**src/rtl/ifetch_unit.sv**
```systemverilog
// Instruction fetch stage: owns the PC, handshakes with instruction memory, holds the
// fetched word and computes the next PC. Define IFETCH_PERF_CNT_EN to build the consume counter.
module ifetch_unit #(
  parameter logic [31:0] RESET_PC = 32'h0000_0000
) (
  input  logic        clk,
  input  logic        rst,
  output logic        imem_req,
  output logic [31:0] imem_addr,
  input  logic        imem_ack,
  input  logic [31:0] imem_rdata,
  input  logic        stall,
  input  logic        branch_taken,
  input  logic [31:0] branch_off,
  input  logic        jump,
  input  logic [25:0] jump_idx,
  input  logic        jr,
  input  logic [31:0] jr_target,
  output logic [31:0] instr,
  output logic        instr_valid,
  output logic [31:0] pc,
  output logic [31:0] pc_plus4,
  output logic [15:0] imm16,
  output logic        extop,
  output logic        misalign_err,
  output logic [31:0] fetch_count
);

  typedef enum logic {
    FETCH = 1'b0,
    HOLD  = 1'b1
  } state_t;

  state_t      state;
  logic [31:0] next_pc;
  logic        consume;
  logic [5:0]  opcode;

  assign pc_plus4  = pc + 32'd4;
  assign imem_addr = pc;
  // Gated by rst directly so the request drops in the very cycle reset is asserted.
  assign imem_req  = (state == FETCH) && !rst;
  assign consume   = (state == HOLD) && !stall;

  assign imm16  = instr[15:0];
  assign opcode = instr[31:26];
  assign extop  = !(opcode == 6'h0C || opcode == 6'h0D || opcode == 6'h0E);

  // NOTE: every signal written in always_comb gets a default first, so no path can infer a latch.
  always_comb begin
    next_pc = pc_plus4;
    if (jr)
      next_pc = {jr_target[31:2], 2'b00};
    else if (jump)
      next_pc = {pc_plus4[31:28], jump_idx, 2'b00};
    else if (branch_taken)
      next_pc = pc_plus4 + {branch_off[29:0], 2'b00};
  end

  // NOTE: sequential state uses non-blocking assignments only, so every register samples pre-edge values.
  always_ff @(posedge clk) begin
    if (rst) begin
      state        <= FETCH;
      pc           <= RESET_PC;
      instr        <= 32'h0;
      instr_valid  <= 1'b0;
      misalign_err <= 1'b0;
    end else begin
      case (state)
        FETCH: begin
          if (imem_ack) begin
            instr       <= imem_rdata;
            instr_valid <= 1'b1;
            state       <= HOLD;
          end
        end
        HOLD: begin
          if (consume) begin
            pc          <= next_pc;
            instr_valid <= 1'b0;
            state       <= FETCH;
            if (jr && (jr_target[1:0] != 2'b00))
              misalign_err <= 1'b1;
          end
        end
        default: state <= FETCH;
      endcase
    end
  end

`ifdef IFETCH_PERF_CNT_EN
  logic [31:0] count_q;

  always_ff @(posedge clk) begin
    if (rst)
      count_q <= 32'h0;
    else if (consume)
      count_q <= count_q + 32'd1;
  end

  assign fetch_count = count_q;
`else
  assign fetch_count = 32'h0;
`endif

endmodule

```
**config.mk**
```make
export PLATFORM = sky130hd
export DESIGN_NAME = ifetch_unit
export DESIGN_NICKNAME = d
export VERILOG_FILES = /design/src/rtl/ifetch_unit.sv
export SDC_FILE = /design/constraint.sdc
export NUM_CORES = 1
export LEC_CHECK = 0
export ABC_AREA = 1
export BUFFER_PORTS_ARGS = -buffer_cell sky130_fd_sc_hd__buf_4
export CAP_MARGIN = 15
export CORE_UTILIZATION = 30
export CTS_BUF_LIST = sky130_fd_sc_hd__clkbuf_8 sky130_fd_sc_hd__clkbuf_16
export DETAILED_ROUTE_END_ITERATION = 10
export PLACE_DENSITY = 0.66
export SLEW_MARGIN = 30
export SYNTH_ARGS = -nofsm -noshare
export SYNTH_HDL_FRONTEND = slang
export SYNTH_SLANG_ARGS = --single-unit
```
**constraint.sdc**
```tcl
create_clock -name clk -period 2.6 [get_ports clk]
set_input_delay 0.52 -clock clk [delete_from_list [all_inputs] [get_ports clk]]
set_output_delay 0.52 -clock clk [all_outputs]
set_load 0.005 [all_outputs]
```
==> reports/qor.yml <==
power:
  p_comb_share_pct: 39.7
  leakage_nw: 6.19
  power_switching_mw: 1.35
  power.share.clock_pct: 32.5
  netSwitchingFraction_pct: 33.4
  power_density_nw_per_um2: 337
  ir_worst_vdd_mv: 0.292
  intPower_mw: 2.69
  seqPwrFrac_pct: 27.7
logic_synthesis:
  yosysUniqueCellTypes: 41
  ys_seq_area_share_pct: 19.5
  synth-seq-cells: 65
  synth_area_um2: 6690
  yosysWarningCount: 0
  postSynthAreaPerCell_um2: 5.72
  syn_inst: 1170
drt:
  drt-pass1-iter-count: 5
  drt_iter0_drc: 446
  drc_errors: 0
  routed_wl_um: 29700
  vias: 8913
  wl_per_cell_um: 15.8
  viasPerCell: 4.74
  ant_nets: 0
timing:
  fmax_ghz: 0.364
  fin_tns_setup_ps: -1460
  fin_crit_sh_pct: 106
  rsz0062_at_grt: "yes"
  finClkSkew_ps: 10.3
  drv_slew: 0
  fin_ws_ps: -144
  fin_crit_ps: 2740
  hold_violations: 0
  hold_ws_ps: 409
  relSlewSlack_pct: 38.5
  setup_viol: 21
  worstMarginPinSlew_ps: 919
cts:
  ctsHtreeMaxLevel: 3
  clock-root-buffer: "clkbuf_16"
  clkLatencyLatePin_ps: 330
  clk_transition_reported_paths_ps: 60
  clock_sinks: 65
  cts_hold_buf: 0
  cts_made_buffers: 9
  cts_tree: "built"
  clock_path_buffers: 2
global_routing:
  grt_max_degree: 34
  grt_pass1_vias: 8551
  grt.total_usage_pct: 24.8
  grt_pass1_wl_um: 43200
  grt_overflow_total: 0
  antenna_found_initial: 0
run:
  maxCapViolCount: 0
critical_path:
  r2r_cells: 21
  cpPeakStageDelay_ps: 370
  criticalPathCategory: "flop to flop"
  worstPathCellList: "ha_4 -> nand3_4 -> nor2_4 -> nand2_4 -> nand2_2 -> o21ai_2 -> buf_6 -> inv_4 -> ha_4 -> nand2_4 -> inv_2 -> a21oi_2 -> inv_1 -> nand2_1 -> nand3b_1 -> nand2_1 -> nand3b_1 -> nand3_1 -> nand2_1 -> nand2_1 -> nand2_1"
  endpoint_kind: "flop"
  critical_path_arrival_ps: 2960
  required_ps: 2820
  rr_endpoint: "imem_addr[21]"
  regToRegStartpoint: "imem_addr[3]"
  cp-startpoint: "imem_addr[3]"
  cp_slowest_cell: "dfxtp_4"
  critPathLaunchType: "flop"
  crit_end: "imem_addr[21]"
  critical_path.most_common_cell: "nand2_1"
  crit_path_max_fanout: 4
  ff2ff_setup_slack_ps: -140
die:
  num_rows: 54
  coreArea_um2: 21800
  die-height_um: 151
  io_pins: 309
  die-area_um2: 22900
  die-width_um: 151
  start_util_pct: 30.6
layout:
  final_common_cell: "buf_4"
  final_cells: 1879
  synthToLayoutAreaGrowth_pct: 79.1
  final_layout_size_suffix_gt1_share_pct: 50.7
  mostFrequentLayoutCells: "475 x buf_4, 256 x nand2_1, 137 x nor2_1, 112 x inv_1, 75 x nand2_2"
  fin_nets: 1760
  diodes: 0
outcome:
  violations: "negative setup slack"
  status: "complete, but fails checks"
min_path:
  hp-class: "primary input to flop"
place:
  dpl.cell_count: 1831
  gp_congestion: 0.949
  portBuffers: 268
  dpl.hpwl_um: 23200
per-stage QoR:
stage	instance area [µm²]	power, mW	worst slack (ps)	util, %
after global placement	9860	2.41	-421	45.2
after global routing	12000	4.25	-301	54.9
after CTS	11400	3.93	-81.9	52.1
after floorplan	6840	1.76	21.7	-
after detailed placement	9860	2.42	-460	45.2
final	12000	4.04	-144	54.9
logic make-up after synthesis:
kind of cell | after synthesis | share of synthesized area, %
flops | 65 | 19.5
compound gates | 147 | 11.9
xor+xnor | 18 | 2.58
buf+inv | 261 | 19.4
fa+ha+maj | 37 | 7.03
simple gates | 641 | 39.6
other cells | 1 | 0.0561
synth_stat cells:
| library cell | instances | area [µm²] |
|---|---|---|
| xor2_1 | 13 | 114 |
| a21o_1 | 2 | 15.0 |
| nor3_2 | 2 | 20.0 |
| or2_0 | 2 | 12.5 |
| a22oi_1 | 1 | 7.51 |
| and2_1 | 4 | 25.0 |
| buf_4 | 84 | 631 |
| nor2_2 | 8 | 50.1 |
| nand3_2 | 1 | 10.0 |
| nor3_1 | 16 | 80.1 |
| o21a_1 | 2 | 15.0 |
| nand3_1 | 71 | 355 |
| dfxtp_1 | 65 | 1300 |
| nand2_2 | 5 | 31.3 |
| clkbuf_1 | 22 | 82.6 |
| o22ai_1 | 4 | 25.0 |
| inv_2 | 2 | 7.51 |
| xor2_2 | 1 | 16.3 |
| nor2_1 | 175 | 657 |
| o211ai_1 | 12 | 90.1 |
| a21oi_1 | 59 | 295 |
| ha_1 | 36 | 450 |
| nor2_4 | 1 | 11.3 |
| o21bai_1 | 4 | 30.0 |
| nand4_1 | 8 | 50.1 |
| nor3_4 | 1 | 16.3 |
| xnor2_1 | 3 | 26.3 |
| conb_1 | 1 | 3.75 |
| buf_2 | 3 | 15.0 |
| a211oi_1 | 1 | 7.51 |
| nand3b_1 | 4 | 30.0 |
| nand2_1 | 340 | 1280 |
| or2_1 | 1 | 6.26 |
| or2_2 | 1 | 6.26 |
| o21ai_0 | 61 | 305 |
| inv_1 | 149 | 559 |
| clkinv_1 | 1 | 3.75 |
| nor3b_1 | 1 | 7.51 |
| fa_1 | 1 | 20.0 |
| o21ai_1 | 1 | 5.00 |
| xnor2_2 | 1 | 16.3 |
flip-flops by register name (all words and copies together), names as in the netlist:
signal	count
instr	32
imem_addr	30
state	1
instr_valid	1
misalign_err	1
critical path, delay by kind of cell, from the launching register on:
kind,cells,cell delay [ps]
AO/OA/AOI/OAI,2,250
buffers and inverters,4,290
adder cells (fa/ha/maj),2,370
flip-flops,1,370
AND/OR/NAND/NOR,13,1320
routing by layer:
metal	routed length (µm)	vias up	track usage [%]
met2	14700	367	43.5
met4	1120	0	11.8
met5	0	-	0
li1	-	4397	-
met3	1920	61	2.83
met1	12000	4088	30.0
what timing repair did:
item | 4_1_cts | 5_1_grt
endpoints found under the hold margin | 0 | 0
setup endpoints to repair | 27 | 31
pin swaps | 74 | 71
resized for setup | 241 | 142
setup buffers | 16 | 16
power groups by stage:
stage               Clock [mW]  Sequential [mW]  Combinational [mW]
finish                    1.32             1.12                1.61
global route              1.38             1.13                1.74
floorplan                    0             1.15               0.613
detailed placement           0             1.14                1.28
CTS                       1.34             1.12                1.47
global placement             0             1.14                1.27
layout make-up:
type                    instances  area (µm²)
clock buffers                   9         225
clock inverters                 7        96.3
fillers                      1993        9840
inverters                     152         578
multi-input cells             881        5700
flip-flops and latches         65        1350
well taps                     280         350
repair buffers                485        3680
how the worst min path moves through the flow:
stage	slack [ps]	from	cells past startpoint	endpoint
6_report	410	imem_rdata[10]	3	instr[10]
5_1_grt	410	imem_rdata[5]	3	instr[5]
4_1_cts	400	imem_rdata[6]	3	instr[6]
2_1_floorplan	450	misalign_err	2	misalign_err
3_5_place_dp	450	misalign_err	2	misalign_err
3_3_place_gp	440	misalign_err	2	misalign_err
No activity file was read; power rests on OpenSTA's default activity.
